$ cat src/rtl/load_store_unit.sv
// RV32I load/store unit: one access at a time, word-aligned memory port with
// byte strobes, load extraction/extension, and misaligned/illegal detection.
module load_store_unit #(
    parameter int XLEN   = 32,
    parameter int ADDR_W = 32
) (
    input  logic              clk,
    input  logic              rst,
    input  logic              req_valid,
    output logic              req_ready,
    input  logic              req_store,
    input  logic [2:0]        req_funct3,
    input  logic [ADDR_W-1:0] req_addr,
    input  logic [XLEN-1:0]   req_wdata,
    output logic              mem_valid,
    input  logic              mem_ready,
    output logic              mem_we,
    output logic [ADDR_W-1:0] mem_addr,
    output logic [3:0]        mem_wstrb,
    output logic [XLEN-1:0]   mem_wdata,
    input  logic              mem_rvalid,
    input  logic [XLEN-1:0]   mem_rdata,
    output logic              resp_valid,
    output logic [XLEN-1:0]   resp_data,
    output logic              resp_err
);
    typedef enum logic [1:0] {IDLE, REQ, WAIT, RESP} state_t;

    state_t            state_q, state_d;
    logic              store_q, store_d;
    logic [2:0]        funct3_q, funct3_d;
    logic [1:0]        addr_lo_q, addr_lo_d;
    logic              req_ready_q, req_ready_d;
    logic              mem_valid_q, mem_valid_d;
    logic              mem_we_q, mem_we_d;
    logic [ADDR_W-1:0] mem_addr_q, mem_addr_d;
    logic [3:0]        mem_wstrb_q, mem_wstrb_d;
    logic [XLEN-1:0]   mem_wdata_q, mem_wdata_d;
    logic              resp_valid_q, resp_valid_d;
    logic [XLEN-1:0]   resp_data_q, resp_data_d;
    logic              resp_err_q, resp_err_d;

    logic              dec_err;
    logic [3:0]        dec_strb;
    logic [XLEN-1:0]   dec_wdata;
    logic [XLEN-1:0]   ld_shift;
    logic [15:0]       ld_half;
    logic [XLEN-1:0]   ld_data;

    // Decode of the incoming request, used only in IDLE.
    always_comb begin
        dec_err   = 1'b0;
        dec_strb  = 4'b0000;
        dec_wdata = req_wdata;
        case (req_funct3)
            3'd0: begin
                dec_strb  = 4'b0001 << req_addr[1:0];
                dec_wdata = {4{req_wdata[7:0]}};
            end
            3'd1: begin
                dec_err   = req_addr[0];
                dec_strb  = 4'b0011 << req_addr[1:0];
                dec_wdata = {2{req_wdata[15:0]}};
            end
            3'd2: begin
                dec_err   = (req_addr[1:0] != 2'b00);
                dec_strb  = 4'b1111;
            end
            3'd4:    dec_err = req_store;
            3'd5:    dec_err = req_store | req_addr[0];
            default: dec_err = 1'b1;
        endcase
    end

    always_comb begin
        ld_shift = mem_rdata >> {addr_lo_q, 3'b000};
        ld_half  = addr_lo_q[1] ? mem_rdata[31:16] : mem_rdata[15:0];
        case (funct3_q[1:0])
            2'd0:    ld_data = {{(XLEN-8){ld_shift[7] & ~funct3_q[2]}}, ld_shift[7:0]};
            2'd1:    ld_data = {{(XLEN-16){ld_half[15] & ~funct3_q[2]}}, ld_half};
            default: ld_data = mem_rdata;
        endcase
    end

    always_comb begin
        state_d      = state_q;
        store_d      = store_q;
        funct3_d     = funct3_q;
        addr_lo_d    = addr_lo_q;
        req_ready_d  = req_ready_q;
        mem_valid_d  = mem_valid_q;
        mem_we_d     = mem_we_q;
        mem_addr_d   = mem_addr_q;
        mem_wstrb_d  = mem_wstrb_q;
        mem_wdata_d  = mem_wdata_q;
        resp_valid_d = resp_valid_q;
        resp_data_d  = resp_data_q;
        resp_err_d   = resp_err_q;
        case (state_q)
            IDLE: if (req_valid) begin
                store_d     = req_store;
                funct3_d    = req_funct3;
                addr_lo_d   = req_addr[1:0];
                req_ready_d = 1'b0;
                if (dec_err) begin
                    state_d      = RESP;
                    resp_valid_d = 1'b1;
                    resp_data_d  = '0;
                    resp_err_d   = 1'b1;
                end else begin
                    state_d     = REQ;
                    mem_valid_d = 1'b1;
                    mem_we_d    = req_store;
                    mem_addr_d  = {req_addr[ADDR_W-1:2], 2'b00};
                    mem_wstrb_d = req_store ? dec_strb : 4'b0000;
                    mem_wdata_d = req_store ? dec_wdata : '0;
                end
            end
            REQ: if (mem_ready) begin
                mem_valid_d = 1'b0;
                if (store_q) begin
                    state_d      = RESP;
                    resp_valid_d = 1'b1;
                    resp_data_d  = '0;
                    resp_err_d   = 1'b0;
                end else begin
                    state_d = WAIT;
                end
            end
            WAIT: if (mem_rvalid) begin
                state_d      = RESP;
                resp_valid_d = 1'b1;
                resp_data_d  = ld_data;
                resp_err_d   = 1'b0;
            end
            RESP: begin
                state_d      = IDLE;
                resp_valid_d = 1'b0;
                req_ready_d  = 1'b1;
            end
            default: state_d = IDLE;
        endcase
    end

    always_ff @(posedge clk or negedge rst) begin
        if (!rst) begin
            state_q      <= IDLE;
            store_q      <= 1'b0;
            funct3_q     <= '0;
            addr_lo_q    <= '0;
            req_ready_q  <= 1'b1;
            mem_valid_q  <= 1'b0;
            mem_we_q     <= 1'b0;
            mem_addr_q   <= '0;
            mem_wstrb_q  <= '0;
            mem_wdata_q  <= '0;
            resp_valid_q <= 1'b0;
            resp_data_q  <= '0;
            resp_err_q   <= 1'b0;
        end else begin
            state_q      <= state_d;
            store_q      <= store_d;
            funct3_q     <= funct3_d;
            addr_lo_q    <= addr_lo_d;
            req_ready_q  <= req_ready_d;
            mem_valid_q  <= mem_valid_d;
            mem_we_q     <= mem_we_d;
            mem_addr_q   <= mem_addr_d;
            mem_wstrb_q  <= mem_wstrb_d;
            mem_wdata_q  <= mem_wdata_d;
            resp_valid_q <= resp_valid_d;
            resp_data_q  <= resp_data_d;
            resp_err_q   <= resp_err_d;
        end
    end

    assign req_ready  = req_ready_q;
    assign mem_valid  = mem_valid_q;
    assign mem_we     = mem_we_q;
    assign mem_addr   = mem_addr_q;
    assign mem_wstrb  = mem_wstrb_q;
    assign mem_wdata  = mem_wdata_q;
    assign resp_valid = resp_valid_q;
    assign resp_data  = resp_data_q;
    assign resp_err   = resp_err_q;
endmodule

$ cat config.mk
export PLATFORM = sky130hd
export DESIGN_NAME = load_store_unit
export DESIGN_NICKNAME = d
export VERILOG_FILES = /design/src/rtl/load_store_unit.sv
export SDC_FILE = /design/constraint.sdc
export NUM_CORES = 1
export LEC_CHECK = 0
export CAP_MARGIN = 20
export CORE_MARGIN = 3
export CORE_UTILIZATION = 31
export CTS_CLUSTER_DIAMETER = 60
export DETAILED_ROUTE_END_ITERATION = 10
export PLACE_DENSITY = 0.68
export SLEW_MARGIN = 40
export SYNTH_ARGS = -nofsm -noshare
export SYNTH_HDL_FRONTEND = slang
export SYNTH_SLANG_ARGS = --single-unit
$ cat constraint.sdc
create_clock -name clk -period 4 [get_ports clk]
set_input_delay 1.2 -clock clk [delete_from_list [all_inputs] [get_ports clk]]
set_output_delay 1.2 -clock clk [all_outputs]
set_load 0.01 [all_outputs]
==> results of run 1 <==
registers in the layout, summed over array words and instances, names as in the netlist, 2 cells and up:
register   count
mem_addr      30
mem_wstrb      4
resp_data     32
funct3_q       3
mem_wdata     32
addr_lo_q      2
state_q        2
area by class of cell:
| class | instances | area [µm²] |
|---|---|---|
| timing repair buffer | 220 | 2190 |
| multi-input combinational | 346 | 2510 |
| clock buffer | 10 | 229 |
| clock inverter | 5 | 81.3 |
| inverter | 8 | 30.0 |
| tap | 220 | 275 |
| fill | 1550 | 8840 |
| sequential | 111 | 2780 |
worst max-delay path: stages:
cell                              delay (ps)
sky130_fd_sc_hd__clkdlybuf4s50_1         620
sky130_fd_sc_hd__a221oi_2                120
sky130_fd_sc_hd__buf_4                   180
sky130_fd_sc_hd__o31a_1                  290
sky130_fd_sc_hd__or2_2                   520
sky130_fd_sc_hd__o41ai_1                 450
synthesized netlist by cell type, types with 2 or more instances:
library cell	instances	area [µm²]
sky130_fd_sc_hd__o21bai_1	2	15.0
sky130_fd_sc_hd__dfrtp_1	110	2750
sky130_fd_sc_hd__and4b_1	2	20.0
sky130_fd_sc_hd__o41ai_1	2	17.5
sky130_fd_sc_hd__clkbuf_1	31	116
sky130_fd_sc_hd__o31ai_1	22	165
sky130_fd_sc_hd__or2_2	17	106
sky130_fd_sc_hd__nor2_1	6	22.5
sky130_fd_sc_hd__a221o_1	2	20.0
sky130_fd_sc_hd__nand3_1	12	60.1
sky130_fd_sc_hd__buf_6	2	22.5
sky130_fd_sc_hd__buf_2	7	35.0
sky130_fd_sc_hd__nor2b_1	8	50.1
sky130_fd_sc_hd__nand3b_1	13	97.6
sky130_fd_sc_hd__buf_4	2	15.0
sky130_fd_sc_hd__inv_1	8	30.0
sky130_fd_sc_hd__o21ai_1	4	20.0
sky130_fd_sc_hd__a211o_1	2	17.5
sky130_fd_sc_hd__nand2b_1	15	93.8
sky130_fd_sc_hd__mux2_2	36	405
sky130_fd_sc_hd__a21oi_1	33	165
sky130_fd_sc_hd__o21ai_0	58	290
sky130_fd_sc_hd__a21o_1	2	15.0
sky130_fd_sc_hd__buf_1	3	11.3
sky130_fd_sc_hd__a32oi_1	7	61.3
sky130_fd_sc_hd__nand2_1	21	78.8
sky130_fd_sc_hd__mux2i_1	27	270
sky130_fd_sc_hd__nand4b_1	6	52.6
sky130_fd_sc_hd__a22oi_1	2	15.0
sky130_fd_sc_hd__ha_1	4	50.1
sky130_fd_sc_hd__o21a_1	2	15.0
sky130_fd_sc_hd__a22o_1	27	236
power by group through the flow:
stage | Clock, W | Combinational (W) | Sequential, W
after floorplan | 0 | 0.00136 | 0.00198
after global placement | 0 | 0.00278 | 0.00189
after detailed placement | 0 | 0.00285 | 0.00191
after CTS | 0.000992 | 0.00286 | 0.00189
after global routing | 0.00104 | 0.00310 | 0.00195
final | 0.000967 | 0.00284 | 0.00189
how the worst max path moves through the flow:
stage / endpoint / slack, ps / cells after the start
after floorplan: mem_wdata[10] / 1450 / 5
after global placement: resp_data[12] / 420 / 6
after detailed placement: resp_data[30] / 470 / 6
after CTS: resp_data[30] / 840 / 6
after global routing: resp_data[30] / 730 / 6
final: resp_data[30] / 850 / 6
cell families after synthesis:
family | after synthesis | synth area share [%]
mux | 63 | 12.3
flops | 111 | 50.7
other cells | 1 | 0.0685
buf+inv | 53 | 4.20
simple gates | 104 | 11.2
fa+ha+maj | 4 | 0.914
compound gates | 173 | 20.6
through the flow:
stage                     total power, W  hold slack [ps]
final                            0.00570              478
after detailed placement         0.00475              471
after CTS                        0.00574              488
after floorplan                  0.00334              469
after global routing             0.00609              517
after global placement           0.00467              462
placed cells by master (no fill, tap or decap), drive strengths merged, types with 6 or more instances in the layout:
master           n
clkdlybuf4s50  206
a32oi            7
nor2             6
dfrtp          110
nand3           12
or2             18
clkbuf          10
o21ai           62
nand4b           6
nand2b          15
nand3b          13
a22o            27
a21oi           33
nor2b            8
mux2i           27
mux2            36
o31ai           22
nand2           21
inv              9
buf             14
layer usage:
layer	global-route usage [%]	up-vias	wire length, µm
met3	6.00	22	1520
met2	28.1	201	8160
met5	0	-	0
met1	21.0	2361	6750
li1	-	2237	-
met4	5.82	0	326
==> results.py, run 1 <==
metrics = {
    "status": {
        "run_status": "completed",
    },
    "sta": {
        "final_hold_viol_count": 0,
        "worst_max_slew_margin_expressed_relative_to_the_limit_pct": 53.9,
        "skew_ps": 10.4,
        "min_period_over_period_pct": 78.9,
        "timing.final.setup_violations": 0,
        "timing_worst_slew_pin_value_ps": 692,
        "layout_min_cycle_time_ps": 3150,
        "setup_slack_of_the_critical_path_after_layout_ps": 846,
        "fmaxAchievable_ghz": 0.317,
        "number_of_max_slew_violations_in_the_final_report": 0,
        "rsz0062_at_grt": "false",
        "setup-tns-final_ps": 0,
    },
    "min_path": {
        "worstHoldPathCells": 2,
        "min-delay-path-class": "flop to flop",
        "hold_end": "mem_wdata[18]",
        "hp-start": "mem_wdata[18]",
    },
    "cts": {
        "cts-hold-fix-buffers": 0,
        "tritoncts": "yes",
        "ctsResizeCount": 0,
        "numCtsBuffers": 9,
        "clock_sink_count": 111,
        "cts-root-to-sink-buffers": 2,
        "h-tree-depth": 3,
        "clock_latency_ps": 360,
        "cts-root-buf": "sky130_fd_sc_hd__clkbuf_16",
        "post_cts_setup_buffer_count": 0,
        "worst_setup_hold_path_clk_slew_ps": 70,
    },
    "power": {
        "ir_drop_v": 0.000362,
        "netSwitchingFraction_pct": 37.5,
        "p_sw_w": 0.00214,
        "power.share.clock_pct": 17.0,
        "leakagePower_nw": 3.37,
        "power_report.internal_total_w": 0.00356,
        "combPwrFrac_pct": 49.8,
        "power_per_cell_area_nw_per_um2": 704,
        "seq_power_share_pct": 33.2,
    },
    "cells_and_area": {
        "nets": 805,
        "total_inserted_antenna_cells": 0,
        "area.growth.synth_to_final_pct": 47.8,
        "final-instance-count-excl-fill": 920,
        "finished_layout_cell_area_um2": 8090,
        "final_cell_utilization_of_the_core_pct": 47.8,
        "drive_gt1_share_pct": 12.9,
    },
    "synth": {
        "yosysWarningCount": 0,
        "synth-edff-count": 0,
        "synth.yosys.seq_area_share_pct": 50.7,
        "netlist_area_um2": 5480,
        "synth_area_per_cell_um2": 10.8,
        "ys_dominant_reg_cell": "sky130_fd_sc_hd__dfrtp_1",
        "synth_seq_cells": 111,
        "synth_cell_type_count": 46,
        "synth-async-reset-ratio_pct": 100,
        "synth_cells": 509,
    },
    "place": {
        "port-buffer-count": 207,
        "routability_congestion_estimate": 0.850,
        "dpl.hpwl_um": 12500,
        "placed_cells": 905,
        "place_ws_ps": 473,
        "placed_area_um2": 7770,
    },
    "floorplan": {
        "io-pin-count": 210,
        "dieHeight_um": 139,
        "design.core.area_um2": 16900,
        "die_w_um": 139,
        "fp.dieArea_um2": 19300,
        "fp-row-count": 47,
        "floorplan.initialDensity_pct": 32.3,
    },
    "worst_setup_path": {
        "crit_type": "primary input to flop",
        "timing.reg2reg.setup_slack_ps": 1540,
        "cp_max_fo": 33,
        "startpoint": "req_addr[0]",
        "worst_ep_arrival_time_ps": 3390,
        "end_of_the_worst_register_to_register_path": "resp_data[30]",
        "cp.required_ps": 4230,
        "crit_path_end_kind": "flop",
        "worst_reg2reg_startpoint": "state_q[0]",
        "timing.reg2reg.worst_path_depth": 6,
        "start_kind": "primary input",
    },
    "route": {
        "drtAntennaViolNets": 0,
        "detail_route.wl_per_cell_um": 18.2,
        "postRouteWirelength_um": 16700,
        "drt_iter0_drc": 318,
        "drcViolationCount": 0,
        "routed-via-count": 4821,
        "detail_route.vias_per_cell": 5.24,
        "drt_pass1_iterations": 5,
    },
    "global_route": {
        "via_count_of_the_first_global_routing_pass": 5042,
        "largest_net_degree_at_the_start_of_global_routing": 68,
        "grt_antenna_before_repair": 0,
        "groute.usage.overall_pct": 17.1,
        "global_route_wire_length_before_repair_um": 26700,
        "grt_remaining_overflow": 0,
    },
    "job": {
        "cap_viol_max_count": 0,
    },
}
Note: power is estimated with default switching activity, not from simulation.
==> run 2, diff against run 1 <==
PLACE_DENSITY = 0.7   (was 0.68)
clock period = 2.8 ns   (was 4 ns; I/O delays follow)
==> results.py, run 2 (same netlist as run 1, synthesis figures left out) <==
metrics = {
    "cts": {
        "cts-hold-fix-buffers": 0,
        "cts-root-to-sink-buffers": 2,
        "clock_latency_ps": 350,
        "worst_setup_hold_path_clk_slew_ps": 80,
        "numCtsBuffers": 9,
        "cts-root-buf": "sky130_fd_sc_hd__clkbuf_16",
        "h-tree-depth": 3,
        "post_cts_setup_buffer_count": 0,
        "ctsResizeCount": 0,
        "clock_sink_count": 111,
        "tritoncts": "yes",
    },
    "sta": {
        "layout_min_cycle_time_ps": 2470,
        "timing_worst_slew_pin_value_ps": 592,
        "skew_ps": 4.99,
        "number_of_max_slew_violations_in_the_final_report": 0,
        "timing.final.setup_violations": 0,
        "worst_max_slew_margin_expressed_relative_to_the_limit_pct": 60.5,
        "rsz0062_at_grt": "false",
        "fmaxAchievable_ghz": 0.405,
        "final_hold_viol_count": 0,
        "fin_hold_ws_ps": 397,
        "setup-tns-final_ps": 0,
        "min_period_over_period_pct": 88.2,
    },
    "power": {
        "power_report.internal_total_w": 0.00491,
        "seq_power_share_pct": 33.6,
        "ir_drop_v": 0.000543,
        "power.share.clock_pct": 15.2,
        "combPwrFrac_pct": 51.2,
        "power_per_cell_area_nw_per_um2": 972,
        "netSwitchingFraction_pct": 38.1,
        "p_sw_w": 0.00303,
        "leakagePower_nw": 3.42,
    },
    "route": {
        "drt_pass1_iterations": 4,
        "drtAntennaViolNets": 0,
        "detail_route.vias_per_cell": 5.23,
        "routed-via-count": 4884,
        "detail_route.wl_per_cell_um": 18.4,
        "drcViolationCount": 0,
        "postRouteWirelength_um": 17200,
        "drt_iter0_drc": 303,
    },
    "worst_setup_path": {
        "timing.critical_path.slowest_cell_delay_ps": 580,
        "crit_family": "buffers and inverters",
        "crit_type": "primary input to flop",
        "cp_max_fo": 30,
        "start_kind": "primary input",
        "critical_path.n_buffers_inverters": 3,
        "cp.required_ps": 3040,
        "worst_ep_arrival_time_ps": 2710,
        "crit_path_cell_trace": "clkdlybuf4s50_1 -> nor4_2 -> buf_4 -> o21bai_4 -> buf_12 -> mux2_2",
        "crit_path_end_kind": "flop",
        "critical-path-slowest-cell": "sky130_fd_sc_hd__nor4_2",
    },
    "cells_and_area": {
        "area.growth.synth_to_final_pct": 49.2,
        "mostFrequentLayoutCells": "sky130_fd_sc_hd__clkdlybuf4s50_1 (206), sky130_fd_sc_hd__dfrtp_1 (110), sky130_fd_sc_hd__o21ai_0 (58)",
        "drive_gt1_share_pct": 14.1,
        "layout.cells.most_common": "sky130_fd_sc_hd__clkdlybuf4s50_1",
        "final_cell_utilization_of_the_core_pct": 48.3,
        "nets": 818,
        "nFillCells": 1551,
        "total_inserted_antenna_cells": 0,
    },
    "global_route": {
        "globalRouteMet3Util_pct": 5.66,
        "grt_antenna_before_repair": 1,
        "global_route_wire_length_before_repair_um": 27500,
        "globalRouteMet2Util_pct": 29.9,
        "largest_net_degree_at_the_start_of_global_routing": 55,
        "use_met1_pct": 21.1,
        "via_count_of_the_first_global_routing_pass": 5104,
        "groute.usage.overall_pct": 17.5,
        "grt_remaining_overflow": 0,
        "globalRoute.busiestLayer": "met2",
    },
    "floorplan": {
        "io-pin-count": 210,
        "die_w_um": 139,
        "fp.dieArea_um2": 19300,
        "dieHeight_um": 139,
        "floorplan.initialDensity_pct": 32.3,
        "design.core.area_um2": 16900,
        "fp-row-count": 47,
    },
    "min_path": {
        "min-delay-path-class": "primary input to async pin",
    },
    "job": {
        "cap_viol_max_count": 0,
    },
    "place": {
        "dpl.hpwl_um": 12800,
        "routability_congestion_estimate": 0.859,
        "port-buffer-count": 207,
    },
    "status": {
        "run_status": "completed",
    },
}
==> run 2: cell types whose count changed in the layout (fill, tap and decap cells not counted) <==
cell                        delta
sky130_fd_sc_hd__buf_12        +3
sky130_fd_sc_hd__buf_4        +10
sky130_fd_sc_hd__bufinv_16     -2
sky130_fd_sc_hd__clkbuf_1      +1
sky130_fd_sc_hd__clkinv_2      +1
sky130_fd_sc_hd__clkinv_4      +2
sky130_fd_sc_hd__inv_6         -1
sky130_fd_sc_hd__nor2_2        +1
sky130_fd_sc_hd__nor2_4        -1
sky130_fd_sc_hd__o32ai_1       +1
sky130_fd_sc_hd__o32ai_2       -1
sky130_fd_sc_hd__or2_1         +1
sky130_fd_sc_hd__or2_2         -1
==> run 2: power by group through the flow <==
stage / Sequential (W) / Clock (W) / Combinational [W]
finish: 0.00267 / 0.00121 / 0.00407
global route: 0.00276 / 0.00132 / 0.00442
CTS: 0.00267 / 0.00125 / 0.00412
detailed placement: 0.00269 / 0 / 0.00411
global placement: 0.00267 / 0 / 0.00397
floorplan: 0.00283 / 0 / 0.00194
==> run 2: worst register-to-register path, stage by stage (launching register included) <==
cell	delay, ps
sky130_fd_sc_hd__dfrtp_1	410
sky130_fd_sc_hd__inv_1	130
sky130_fd_sc_hd__ha_1	330
sky130_fd_sc_hd__inv_1	140
sky130_fd_sc_hd__o31a_1	320
sky130_fd_sc_hd__or2_1	240
sky130_fd_sc_hd__buf_12	170
sky130_fd_sc_hd__o41ai_1	370
==> run 2: final cells by class <==
class                      instances  area (µm²)  share of cell area, %
timing repair buffer             233        2330                   28.5
inverter                           8        30.0                  0.367
tap                              220         275                   3.37
clock inverter                     5        35.0                  0.429
sequential                       111        2780                   34.0
multi-input combinational        346        2490                   30.5
clock buffer                      11         233                   2.85
==> run 2: path summary, 6_finish.rpt <==
| kind | startpoint | to | slack, ps | depth (start not counted) |
|---|---|---|---|---|
| max | req_funct3[0] | mem_addr[29] | 330 | 6 |
| min | rst | resp_data[0] | 400 | 1 |
| max reg2reg | state_q[0] | resp_data[31] | 580 | 7 |
| min reg2reg | mem_we | mem_we | 490 | 2 |
| max in group asynchronous | rst | mem_addr[7] | 1760 | 2 |
| min in group clk | mem_we | mem_we | 490 | 2 |
==> run 2: metal layers <==
layer  vias to the layer above  routed length, µm
li1                       2266                  -
met1                      2415               6770
met2                       175               8740
met3                        26               1390
met4                         2                284
met5                         -                 13
==> run 2: per-stage QoR <==
stage / cells / cell area, µm² / power (W) / setup WS (ps)
final: 934 / 8170 / 0.00794 / 330
after floorplan: 510 / 5480 / 0.00477 / 610
after global routing: 934 / 8170 / 0.00850 / 218
after detailed placement: 918 / 7900 / 0.00680 / -7.31
after global placement: 918 / 7900 / 0.00664 / 61.9
after CTS: 934 / 8170 / 0.00804 / 356
